<file path="config.mk">
export PLATFORM = sky130hd
export DESIGN_NAME = st7735_spi_tx
export DESIGN_NICKNAME = d
export VERILOG_FILES = /design/src/rtl/st7735_spi_tx.sv
export SDC_FILE = /design/constraint.sdc
export NUM_CORES = 1
export LEC_CHECK = 0
export CORE_MARGIN = 4
export CORE_UTILIZATION = 35
export CTS_BUF_LIST = sky130_fd_sc_hd__clkbuf_4 sky130_fd_sc_hd__clkbuf_8
export DETAILED_ROUTE_END_ITERATION = 16
export GPL_TIMING_DRIVEN = 0
export PLACE_DENSITY_LB_ADDON = 0.05
export SLEW_MARGIN = 40
export SYNTH_ARGS = -nofsm -noshare
export SYNTH_HDL_FRONTEND = slang
export SYNTH_SLANG_ARGS = --single-unit
</file>
<file path="constraint.sdc">
create_clock -name i_spi_clk -period 3.31 [get_ports i_spi_clk]
set_clock_uncertainty 0.2 [all_clocks]
set_input_delay 0.662 -clock i_spi_clk [delete_from_list [all_inputs] [get_ports i_spi_clk]]
set_output_delay 0.662 -clock i_spi_clk [all_outputs]
set_load 0.02 [all_outputs]
</file>
<file path="src/rtl/st7735_spi_tx.sv">
// st7735_spi_tx: SPI mode-0 master transmitter for the ST7735R display link.
// Ports:
//   i_spi_clk        block clock; SCK runs at half this rate
//   i_rst_n          asynchronous active-low reset
//   i_byte/i_dc/i_last/i_valid, o_ready   byte handshake into a 1-entry holding register
//   o_spi_sck/o_spi_cs/o_spi_mosi/o_dc    registered SPI lines (SCK idle low, CS active-low)
//   o_busy           FSM active or a byte is pending
//   o_byte_done_pls  one-cycle pulse as a byte's 8th SCK high phase completes
module st7735_spi_tx #(
  parameter int CS_SETUP_CYC = 1,
  parameter int CS_HOLD_CYC  = 1,
  parameter int CS_GAP_CYC   = 2
) (
  input  logic       i_spi_clk,
  input  logic       i_rst_n,
  input  logic [7:0] i_byte,
  input  logic       i_dc,
  input  logic       i_last,
  input  logic       i_valid,
  output logic       o_ready,
  output logic       o_spi_sck,
  output logic       o_spi_cs,
  output logic       o_spi_mosi,
  output logic       o_dc,
  output logic       o_busy,
  output logic       o_byte_done_pls
);
  typedef enum logic [2:0] {IDLE, SETUP, SHIFT, WAIT, HOLD, GAP} state_t;
  localparam logic [7:0] SETUP_N = 8'(CS_SETUP_CYC - 1);
  localparam logic [7:0] HOLD_N  = 8'(CS_HOLD_CYC - 1);
  localparam logic [7:0] GAP_N   = 8'(CS_GAP_CYC - 1);
  state_t state_q, state_d;
  logic [7:0] cnt_q, cnt_d, sh_q, sh_d, hold_byte_q, hold_byte_d;
  logic [3:0] ph_q, ph_d;
  logic last_q, last_d, hold_dc_q, hold_dc_d, hold_last_q, hold_last_d, hold_full_q, hold_full_d;
  logic sck_q, sck_d, cs_q, cs_d, mosi_q, mosi_d, dc_q, dc_d, done_q, done_d;
  logic hs, bit_end, take, shift;
  // ph_q walks 16 half-bits per byte: even = SCK low (MOSI settles), odd = SCK high
  assign hs      = i_valid & ~hold_full_q;
  assign bit_end = (state_q == SHIFT) && (ph_q == 4'hF);
  assign take    = hold_full_q && ((state_q == IDLE) || (state_q == WAIT) || (bit_end && !last_q));
  // advance to the next bit only inside the byte so MOSI holds after bit 0
  assign shift   = (state_q == SHIFT) && ph_q[0] && (ph_q != 4'hF);
  always_ff @(posedge i_spi_clk or negedge i_rst_n) begin
    if (!i_rst_n) begin
      state_q     <= IDLE;
      cnt_q       <= '0;
      ph_q        <= '0;
      sh_q        <= '0;
      last_q      <= 1'b0;
      hold_byte_q <= '0;
      hold_dc_q   <= 1'b0;
      hold_last_q <= 1'b0;
      hold_full_q <= 1'b0;
      sck_q       <= 1'b0;
      cs_q        <= 1'b1;
      mosi_q      <= 1'b0;
      dc_q        <= 1'b0;
      done_q      <= 1'b0;
    end else begin
      state_q     <= state_d;
      cnt_q       <= cnt_d;
      ph_q        <= ph_d;
      sh_q        <= sh_d;
      last_q      <= last_d;
      hold_byte_q <= hold_byte_d;
      hold_dc_q   <= hold_dc_d;
      hold_last_q <= hold_last_d;
      hold_full_q <= hold_full_d;
      sck_q       <= sck_d;
      cs_q        <= cs_d;
      mosi_q      <= mosi_d;
      dc_q        <= dc_d;
      done_q      <= done_d;
    end
  end
  always_comb begin
    state_d = state_q;
    cnt_d   = cnt_q;
    ph_d    = ph_q;
    case (state_q)
      IDLE:  if (hold_full_q) begin state_d = SETUP; cnt_d = '0; end
      SETUP: if (cnt_q == SETUP_N) begin state_d = SHIFT; cnt_d = '0; ph_d = '0; end else cnt_d = cnt_q + 8'd1;
      SHIFT: begin
        ph_d = ph_q + 4'd1;
        if (ph_q == 4'hF) begin
          state_d = last_q ? HOLD : hold_full_q ? SHIFT : WAIT;
          cnt_d   = '0;
        end
      end
      WAIT:  if (hold_full_q) begin state_d = SHIFT; ph_d = '0; end
      HOLD:  if (cnt_q == HOLD_N) begin state_d = GAP; cnt_d = '0; end else cnt_d = cnt_q + 8'd1;
      GAP:   if (cnt_q == GAP_N) begin state_d = IDLE; cnt_d = '0; end else cnt_d = cnt_q + 8'd1;
      default: state_d = IDLE;
    endcase
  end
  always_comb begin
    hold_full_d = hs | (hold_full_q & ~take);
    hold_byte_d = hs ? i_byte : hold_byte_q;
    hold_dc_d   = hs ? i_dc : hold_dc_q;
    hold_last_d = hs ? i_last : hold_last_q;
    sh_d        = take ? hold_byte_q : shift ? {sh_q[6:0], 1'b0} : sh_q;
    mosi_d      = take ? hold_byte_q[7] : shift ? sh_q[6] : mosi_q;
    dc_d        = take ? hold_dc_q : dc_q;
    last_d      = take ? hold_last_q : last_q;
    sck_d       = (state_q == SHIFT) && !ph_q[0];
    cs_d        = (state_q == IDLE && hold_full_q) ? 1'b0 : (state_q == HOLD && cnt_q == HOLD_N) ? 1'b1 : cs_q;
    done_d      = bit_end;
    o_ready         = ~hold_full_q;
    o_busy          = (state_q != IDLE) || hold_full_q;
    o_spi_sck       = sck_q;
    o_spi_cs        = cs_q;
    o_spi_mosi      = mosi_q;
    o_dc            = dc_q;
    o_byte_done_pls = done_q;
  end
endmodule
</file>
==> results_dict.tcl, run 1 <==
set metrics [dict create \
    outcome "completed" \
    ir_drop_uv 418.0 \
    fin_tns_setup_ns 0 \
    final_design_area_no_fill_sq_mm 0.002414 \
    worst_skew_pair_later_pin_latency_ns 0.29 \
    ys_flop_type "sky130_fd_sc_hd__dfrtp_1" \
    post-dp-hpwl_microns 3107 \
    worstPathMaxFanout 10 \
    die-height_microns 84.15 \
    buffer_ports.inserted 19 \
    overall_routing_resource_usage 0.1339 \
    htreeDepth 2 \
    grt.overflow.total 0 \
    route.detailed.wl_per_inst_microns 14.67 \
    route.vias.total 1559 \
    synth_area_leader_cell "sky130_fd_sc_hd__dfrtp_1" \
    diodes 0 \
    worstSetupStartpointType "register" \
    drt-pass1-iter-count 4 \
    synth-async-reset-ratio 1.000 \
    postSynthAreaPerCell_sq_um 10.57 \
    routed_wl_microns 4253 \
    max_clock_buf_depth 2 \
    synth_common_cells "sky130_fd_sc_hd__dfrtp_1 (38), sky130_fd_sc_hd__mux2_2 (26), sky130_fd_sc_hd__nand2_1 (13), sky130_fd_sc_hd__nor2_1 (11), sky130_fd_sc_hd__nand3_1 (9)" \
    rsz0062_at_grt "no" \
    dpl-instance-area_sq_mm 0.002307 \
    num_cts_buffers 5 \
    synth-edff-count 0 \
    setup_viol 0 \
    synth_warnings 0 \
    timing_max_transition_violations_final 0 \
    tritoncts_num_sinks 39 \
    grt_first_pass_wirelength_microns 7659 \
    gp_congestion 0.8820 \
    synthMostInstantiatedCell "sky130_fd_sc_hd__dfrtp_1" \
    worst-path-buf-inv 2 \
    grt_max_degree 40 \
    cts.hold.buffers_added 0 \
    fin_cells 290 \
    cts_tree "done" \
    timing.critical_path.cells "clkbuf_1 > nor3_1 > nand2_1 > clkdlybuf4s50_1" \
    maxSlewHeadroom 0.4669 \
    post-synth-top-area-fraction 0.4686 \
    area_growth_pct 18.93 \
    max_freq_mhz 357.2 \
    final.setup.worst_slack_ns 0.5107 \
    top_post_synthesis_cells_by_area "sky130_fd_sc_hd__dfrtp_1 (47%), sky130_fd_sc_hd__mux2_2 (14%), sky130_fd_sc_hd__ha_1 (2.5%)" \
    design.portCount 20 \
    criticalPathCategory "register to output port" \
    layout_worst_path_cycle_share 0.8457 \
    worst_hold_slack_ns 0.1315 \
    timing.critical_path.slowest_cell_delay_ns 0.61 \
    power.static_leakage_nw 0.9874 \
    crit_family "buffers and inverters" \
    drtIter0Drc 116 \
    max_cap_viol_count 0 \
    cts_post_setup_buffers_inserted 0 \
    required_ns 2.45 \
    route.detailed.drc 0 \
    cts_resized 0 \
    worst_setup_path_end_kind "output port" \
    period_minus_slack_ns 2.799 \
    finalPower_mw 1.990 \
    count_of_cell_types_in_the_netlist 42 \
    post_drt_via_cell_ratio 5.376 \
    grt_pass1_vias 1606 \
    post-place-ws_ns 0.7530 \
    final_core_utilization 0.4330 \
    die_width_microns 84.15 \
    synth_seq_cells 39 \
    std_cell_rows 27 \
    mappedNetlistNets 209 \
    arrival_time_of_the_worst_setup_path_ns 1.94 \
    synth-seq-area-share 0.4815 \
    antenna_violating_nets_post_route 0 \
    floorplan.core_area_sq_mm 0.005574 \
    layout.nets 235 \
    initial_core_util 0.3641 \
    timing_worst_slew_pin_value_ns 0.7965 \
    clock_tree.root_cell "sky130_fd_sc_hd__clkbuf_8" \
    syn_area_sq_mm 0.002029 \
    die_area_sq_mm 0.007080 \
    grt_antenna_before_repair 0 \
    placed_cells_incl_taps 283 \
    cp_slowest_cell "sky130_fd_sc_hd__clkdlybuf4s50_1" \
    total_power_divided_by_cell_area_mw_per_mm2 824.6 \
    drive_above_1_share 0.1789 \
    hold_viol_final 0 \
    post_synth_inst_count 192 \
    hp-class "input port to async pin" \
    clk_pin_slew_ns 0.08 \
]
## final timing paths
kind / cells past startpoint / startpoint / slack (ns) / endpoint
setup / recovery: 4 / state_q[0]$_DFFE_PN0P_ / 0.51 / o_busy
hold / removal: 1 / i_rst_n / 0.13 / cnt_q[2]$_DFFE_PN0P_
setup reg to reg: 5 / state_q[0]$_DFFE_PN0P_ / 0.89 / cnt_q[6]$_DFFE_PN0P_
hold reg to reg: 1 / hold_byte_q[7]$_DFFE_PN0P_ / 0.30 / o_spi_mosi$_DFFE_PN0P_
max in group asynchronous: 1 / i_rst_n / 2.42 / o_spi_cs$_DFFE_PN1P_
min in group i_spi_clk: 1 / hold_byte_q[7]$_DFFE_PN0P_ / 0.30 / o_spi_mosi$_DFFE_PN0P_
## per-layer routing
layer | part of all wire | global-route usage
met4 | 0.010 | 0.04094
met3 | 0.047 | 0.03827
met5 | 0 | 0
met2 | 0.49 | 0.2217
met1 | 0.45 | 0.1694
## cell usage in the layout, fill, tap and decap left out, types with 2 or more instances in the layout
| master | instances |
|---|---|
| sky130_fd_sc_hd__a221o_1 | 2 |
| sky130_fd_sc_hd__nand3_1 | 9 |
| sky130_fd_sc_hd__nor3b_1 | 2 |
| sky130_fd_sc_hd__o31ai_1 | 2 |
| sky130_fd_sc_hd__a21o_1 | 2 |
| sky130_fd_sc_hd__mux2_2 | 26 |
| sky130_fd_sc_hd__o21ai_0 | 8 |
| sky130_fd_sc_hd__or3_1 | 2 |
| sky130_fd_sc_hd__ha_1 | 4 |
| sky130_fd_sc_hd__o2111ai_1 | 2 |
| sky130_fd_sc_hd__clkbuf_8 | 5 |
| sky130_fd_sc_hd__dfrtp_1 | 38 |
| sky130_fd_sc_hd__nor3_1 | 4 |
| sky130_fd_sc_hd__clkbuf_1 | 7 |
| sky130_fd_sc_hd__nor2b_1 | 6 |
| sky130_fd_sc_hd__inv_1 | 7 |
| sky130_fd_sc_hd__nor2_1 | 11 |
| sky130_fd_sc_hd__mux2i_1 | 2 |
| sky130_fd_sc_hd__a21oi_1 | 4 |
| sky130_fd_sc_hd__or4_1 | 2 |
| sky130_fd_sc_hd__nor4_1 | 2 |
| sky130_fd_sc_hd__a22o_1 | 3 |
| sky130_fd_sc_hd__clkdlybuf4s50_1 | 18 |
| sky130_fd_sc_hd__nand2b_1 | 3 |
| sky130_fd_sc_hd__and3_1 | 4 |
| sky130_fd_sc_hd__a31oi_1 | 2 |
| sky130_fd_sc_hd__o211ai_1 | 4 |
| sky130_fd_sc_hd__or3b_2 | 2 |
| sky130_fd_sc_hd__nand2_1 | 13 |
| sky130_fd_sc_hd__nand4_1 | 5 |
## area by class of cell
type                       count  area, sq um
buffer                         9        35.03
clock buffer                   5        68.82
clock inverter                 2        37.54
fill                         548         3161
inverter                       8        30.03
multi-input combinational    136        987.2
sequential                    39        977.2
tap                           72        90.09
timing repair buffer          19        187.7
## registers in the layout, indices dropped and copies added (netlist names), 3 cells and up
| name | count |
|---|---|
| cnt_q | 8 |
| hold_byte_q | 8 |
| sh_q | 7 |
| ph_q | 4 |
| state_q | 3 |
## power breakdown
group	internal [mW]	leakage, nW	switching (mW)
Clock	0.220	0.0502	0.173
Combinational	0.432	0.449	0.411
Sequential	0.648	0.488	0.106
Total	1.30	0.987	0.690
## logic make-up (layout without fill, tap and decap cells)
logic type                 after synthesis  in the layout  share of synthesized area
AOI/OAI and AO/OA                       36             36                     0.1289
DFF                                     39             39                     0.4815
buffers and inverters                   17             43                    0.03206
adders and majority gates                4              4                    0.02466
and+or+nand+nor                         68             68                     0.1788
muxes                                   28             28                     0.1541
(Power assumes the default switching activity.)
==> run 2: changes to the inputs <==
Clock period 3.31 ns to 2.3 ns, I/O delays scaled along.
==> results_dict.tcl, run 2 (synthesized netlist as in run 1, its figures left out) <==
set metrics [dict create \
    outcome "completed" \
    worst-path-buf-inv 1 \
    power.static_leakage_nw 1.053 \
    total_power_divided_by_cell_area_mw_per_mm2 1147 \
    clock_tree.root_cell "sky130_fd_sc_hd__clkbuf_8" \
    route.detailed.wl_per_inst_microns 14.95 \
    gp_congestion 0.8820 \
    timing_worst_slew_pin_value_ns 0.5744 \
    hold_start "hold_byte_q[7]$_DFFE_PN0P_" \
    sequentialPowerShare 0.378 \
    max_cap_viol_count 0 \
    reg2reg_to "ph_q[2]$_DFFE_PN0P_" \
    timing.hold.worst_endpoint "o_spi_mosi$_DFFE_PN0P_" \
    multi_input_area_sq_mm 0.001076 \
    intPower_mw 1.923 \
    die_width_microns 84.15 \
    maxSlewHeadroom 0.6171 \
    power_frac_comb 0.431 \
    timing.critical_path.cells "or4_4 > clkbuf_8 > o32a_1 > or4_1 > a21oi_2" \
    criticalPathCategory "register to register" \
    layout_common_cells "sky130_fd_sc_hd__dfrtp_1 (33), sky130_fd_sc_hd__mux2_2 (26), sky130_fd_sc_hd__clkdlybuf4s50_1 (17)" \
    grt.overflow.total 0 \
    diodes 0 \
    ff2ff_setup_slack_ns 0.06 \
    htreeDepth 2 \
    buffer_ports.inserted 19 \
    crit_family "simple AND/OR/NAND/NOR gates" \
    fin_tns_setup_ns 0 \
    cts_tree "done" \
    worstPathMaxFanout 6 \
    routed_wl_microns 4424 \
    antenna_violating_nets_post_route 0 \
    route.detailed.drc 0 \
    cp_slowest_cell "sky130_fd_sc_hd__or4_4" \
    clk_pin_slew_ns 0.08 \
    arrival_time_of_the_worst_setup_path_ns 2.26 \
    required_ns 2.32 \
    worst_setup_path_end_kind "register" \
    holdPathStages 1 \
    num_cts_buffers 5 \
    post-place-ws_ns -0.1174 \
    ir_drop_uv 615.0 \
    grt_first_pass_wirelength_microns 7900 \
    rsz0062_at_grt "no" \
    layout_worst_path_cycle_share 0.9745 \
    worstSetupStartpointType "register" \
    worst_skew_pair_later_pin_latency_ns 0.29 \
    area_growth_pct 27.13 \
    die-height_microns 84.15 \
    final.setup.worst_slack_ns 0.05874 \
    fillerInstances 529 \
    overall_routing_resource_usage 0.1374 \
    setup_viol 0 \
    grt_pass1_vias 1674 \
    switching_share 0.3504 \
    floorplan.core_area_sq_mm 0.005574 \
    initial_core_util 0.3641 \
    drt-pass1-iter-count 4 \
    route.vias.total 1586 \
    timing.critical_path.slowest_cell_delay_ns 0.53 \
    hold_viol_final 0 \
    grt_antenna_before_repair 0 \
    final_common_cell "sky130_fd_sc_hd__dfrtp_1" \
    hp-class "register to register" \
    die_area_sq_mm 0.007080 \
    max_clock_buf_depth 2 \
    period_minus_slack_ns 2.241 \
    largest_registers "cnt_q (8), hold_byte_q (8), sh_q (7)" \
    tritoncts_num_sinks 39 \
    r2r_start "cnt_q[2]$_DFFE_PN0P_" \
    area_of_all_sequential_standard_cells_sq_um 983.4 \
    drtIter0Drc 88 \
    switchingPower_mw 1.037 \
    post-dp-hpwl_microns 3107 \
    grt_max_degree 40 \
    layout.nets 241 \
    std_cell_rows 27 \
    p_clk_frac 0.191 \
    timing_max_transition_violations_final 0 \
    design.portCount 20 \
    worst_r2r_path_depth 5 \
    max_freq_mhz 446.2 \
    drive_above_1_share 0.3036 \
    post_drt_via_cell_ratio 5.358 \
]
## run 2: cell types whose count changed in the layout (fill, tap and decap cells not counted), moves of 2 or more
cell	change
sky130_fd_sc_hd__dfrtp_1	-5
sky130_fd_sc_hd__dfrtp_2	+5
sky130_fd_sc_hd__clkbuf_1	-5
sky130_fd_sc_hd__inv_1	-2
sky130_fd_sc_hd__inv_2	+2
sky130_fd_sc_hd__buf_4	+8
## run 2: metrics by stage
stage / hold WS (ns) / total power [mW] / util / instance area [sq um] / instances
floorplan: -0.03559 / 1.973 / - / 2029 / 192
global placement: 0.2838 / 2.280 / 0.4144 / 2310 / 283
detailed placement: 0.2716 / 2.324 / 0.4139 / 2307 / 283
CTS: 0.3081 / 2.938 / 0.4532 / 2526 / 297
global route: 0.3299 / 3.194 / 0.4629 / 2580 / 296
finish: 0.3027 / 2.960 / 0.4629 / 2580 / 296
## run 2: cell type report
class	count	share of cell area
tap	72	0.03492
inverter	8	0.01164
sequential	39	0.3812
timing repair buffer	27	0.09651
buffer	7	0.01746
multi-input combinational	136	0.4171
clock inverter	2	0.01455
clock buffer	5	0.02667
## run 2: worst max path at each step
| stage | from | endpoint | slack, ns | cells past startpoint |
|---|---|---|---|---|
| floorplan | cnt_q[0]$_DFFE_PN0P_ | ph_q[2]$_DFFE_PN0P_ | 0.06 | 6 |
| global placement | i_rst_n | hold_byte_q[2]$_DFFE_PN0P_ | -0.38 | 1 |
| detailed placement | state_q[0]$_DFFE_PN0P_ | cnt_q[6]$_DFFE_PN0P_ | -0.12 | 5 |
| CTS | cnt_q[2]$_DFFE_PN0P_ | cnt_q[4]$_DFFE_PN0P_ | -0.001 | 5 |
| global route | cnt_q[2]$_DFFE_PN0P_ | ph_q[2]$_DFFE_PN0P_ | 0.003 | 5 |
| finish | cnt_q[2]$_DFFE_PN0P_ | ph_q[2]$_DFFE_PN0P_ | 0.06 | 5 |
## run 2: power by group through the flow
stage          logic (mW)  clock network [mW]  registers [mW]
6_report             1.28               0.565            1.12
5_1_grt              1.41               0.622            1.16
4_1_cts              1.26               0.587            1.09
3_5_place_dp         1.22                   0            1.10
3_3_place_gp         1.19                   0            1.09
2_1_floorplan       0.894                   0            1.08
## run 2: metal layers
metal  wire [microns]  track usage  vias to the layer above
met2             2159       0.2260                       35
met3              206      0.03631                        4
li1                 -            -                      775
met5                0            0                        -
met4               44      0.04094                        0
met1             2013       0.1774                      772
## run 2: what timing repair did
action	4_1_cts	5_1_grt
resized for setup	19	18
buffers inserted	7	0
pin swaps	2	5
hold buffers	1	0
endpoints found under the hold margin	38	0
endpoints found under the setup margin	16	19
## run 2: worst reg2reg max path: stages (launching register included)
cell and delay [ns]:
sky130_fd_sc_hd__dfrtp_2 0.42, sky130_fd_sc_hd__or4_4 0.53, sky130_fd_sc_hd__clkbuf_8 0.17, sky130_fd_sc_hd__o32a_1 0.31
sky130_fd_sc_hd__or4_1 0.42, sky130_fd_sc_hd__a21oi_2 0.12
==> run 3: changes to the inputs <==
Settings changed: SLEW_MARGIN 40 to not set.
==> results_dict.tcl, run 3 (synthesized netlist as in run 1, its figures left out) <==
set metrics [dict create \
    cts.hold.buffers_added 0 \
    htreeDepth 2 \
    total_power_divided_by_cell_area_mw_per_mm2 1191 \
    diodes 0 \
    max_clock_buf_depth 2 \
    std_cell_rows 27 \
    largest_registers "cnt_q (8), hold_byte_q (8), sh_q (7)" \
    max_cap_viol_count 0 \
    hp-class "input port to async pin" \
    maxSlewHeadroom 0.4189 \
    floorplan.core_area_sq_mm 0.005574 \
    post_drt_via_cell_ratio 5.334 \
    cpMostUsedCell "sky130_fd_sc_hd__or4_1" \
    routed_wl_microns 4410 \
    post-place-ws_ns -0.1072 \
    num_cts_buffers 5 \
    period_minus_slack_ns 2.260 \
    die_area_sq_mm 0.007080 \
    post-dp-hpwl_microns 3113 \
    cp_slowest_cell "sky130_fd_sc_hd__or4_1" \
    final_common_cell "sky130_fd_sc_hd__dfrtp_1" \
    layout_worst_path_cycle_share 0.9828 \
    layout.nets 240 \
    die-height_microns 84.15 \
    arrival_time_of_the_worst_setup_path_ns 2.28 \
    timing.critical_path.slowest_cell_delay_ns 0.53 \
    overall_routing_resource_usage 0.1338 \
    die_width_microns 84.15 \
    fillerInstances 527 \
    setup_viol 0 \
    placed_cells_incl_taps 283 \
    worst-path-buf-inv 1 \
    final_design_area_no_fill_sq_mm 0.002577 \
    route.detailed.drc 0 \
    worst_skew_pair_later_pin_latency_ns 0.28 \
    grt.overflow.total 0 \
    layout_common_cells "sky130_fd_sc_hd__dfrtp_1 (33), sky130_fd_sc_hd__mux2_2 (26), sky130_fd_sc_hd__clkdlybuf4s50_1 (17)" \
    initial_core_util 0.3641 \
    grt_max_degree 40 \
    clock_tree.root_cell "sky130_fd_sc_hd__clkbuf_8" \
    cts_tree "done" \
    rsz0062_at_grt "yes" \
    route.vias.total 1579 \
    grt_antenna_before_repair 0 \
    hold_viol_final 0 \
    gp_congestion 0.8820 \
    grt_first_pass_wirelength_microns 7700 \
    final.setup.worst_slack_ns 0.03966 \
    area_growth_pct 27.00 \
    dpl-instance-area_sq_mm 0.002305 \
    tritoncts_num_sinks 39 \
    worstSetupStartpointType "register" \
    area_of_all_sequential_standard_cells_sq_um 983.4 \
    outcome "completed" \
    power.static_leakage_nw 1.062 \
    timing_max_transition_violations_final 0 \
    finalPower_mw 3.069 \
    ir_drop_uv 521.4 \
    buffer_ports.inserted 19 \
    drt-pass1-iter-count 4 \
    clk_pin_slew_ns 0.08 \
    drive_above_1_share 0.2902 \
    worstPathMaxFanout 6 \
    timing.critical_path.cells "or4_1 > clkbuf_8 > o32a_1 > or4_1 > a21oi_2" \
    worst_setup_path_end_kind "register" \
    drtIter0Drc 94 \
    multi_input_area_sq_mm 0.001056 \
    criticalPathCategory "register to register" \
    design.portCount 20 \
    crit_family "simple AND/OR/NAND/NOR gates" \
    required_ns 2.32 \
    max_freq_mhz 442.4 \
    final_core_utilization 0.4624 \
    grt_pass1_vias 1610 \
    route.detailed.wl_per_inst_microns 14.90 \
    fin_cells 296 \
    timing_worst_slew_pin_value_ns 0.8716 \
    antenna_violating_nets_post_route 0 \
]
run 3: repair_timing:
item,CTS,global route
hold endpoints to repair,0,0
buffers inserted,7,0
resized for setup,18,12
pin swaps,2,3
endpoints found under the setup margin,16,19
gates cloned,0,0
run 3: cell type report:
type,count,area share
Buffer,7,0.01748
Clock buffer,6,0.02961
Clock inverter,2,0.02330
Inverter,8,0.01165
Multi-Input combinational cell,136,0.4097
Sequential cell,39,0.3816
Tap cell,72,0.03495
Timing Repair Buffer,26,0.09175
run 3: per-layer routing:
layer,track usage,wire length (microns),up-vias
li1,-,-,769
met1,0.1697,2015,769
met2,0.2281,2174,37
met3,0.03238,190,4
met4,0.03509,31,0
met5,0,0,-
run 3: path summary, 6_finish.rpt:
path	startpoint	slack [ns]	end	depth (start not counted)
max	cnt_q[2]$_DFFE_PN0P_	0.04	ph_q[2]$_DFFE_PN0P_	5
min	i_rst_n	0.09	cnt_q[4]$_DFFE_PN0P_	1
max reg2reg	cnt_q[2]$_DFFE_PN0P_	0.04	ph_q[2]$_DFFE_PN0P_	5
min reg2reg	hold_byte_q[7]$_DFFE_PN0P_	0.30	o_spi_mosi$_DFFE_PN0P_	1
max in group asynchronous	i_rst_n	1.21	state_q[0]$_DFFE_PN0P_	1
min in group i_spi_clk	hold_byte_q[7]$_DFFE_PN0P_	0.30	o_spi_mosi$_DFFE_PN0P_	1
run 3: power breakdown:
group	leakage [nW]	internal (mW)	switching [mW]
sequential	0.480	0.934	0.183
clock	0.0688	0.446	0.247
combinational	0.513	0.663	0.596
total	1.06	2.04	1.03
run 3: worst register-to-register path, delay by kind of cell (launching register included):
kind	cells	cell delay, ns
and+or+nand+nor	2	0.95
DFF	1	0.41
buffers and inverters	1	0.17
AOI/OAI and AO/OA	2	0.47
run 3: metrics by stage:
stage / hold WS, ns / TNS, ns
2_1_floorplan: -0.03559 / 0
3_5_place_dp: 0.2908 / -1.254
6_report: 0.08536 / 0
3_3_place_gp: 0.2838 / -15.28
4_1_cts: 0.1261 / -0.01211
5_1_grt: 0.1711 / -0.04174
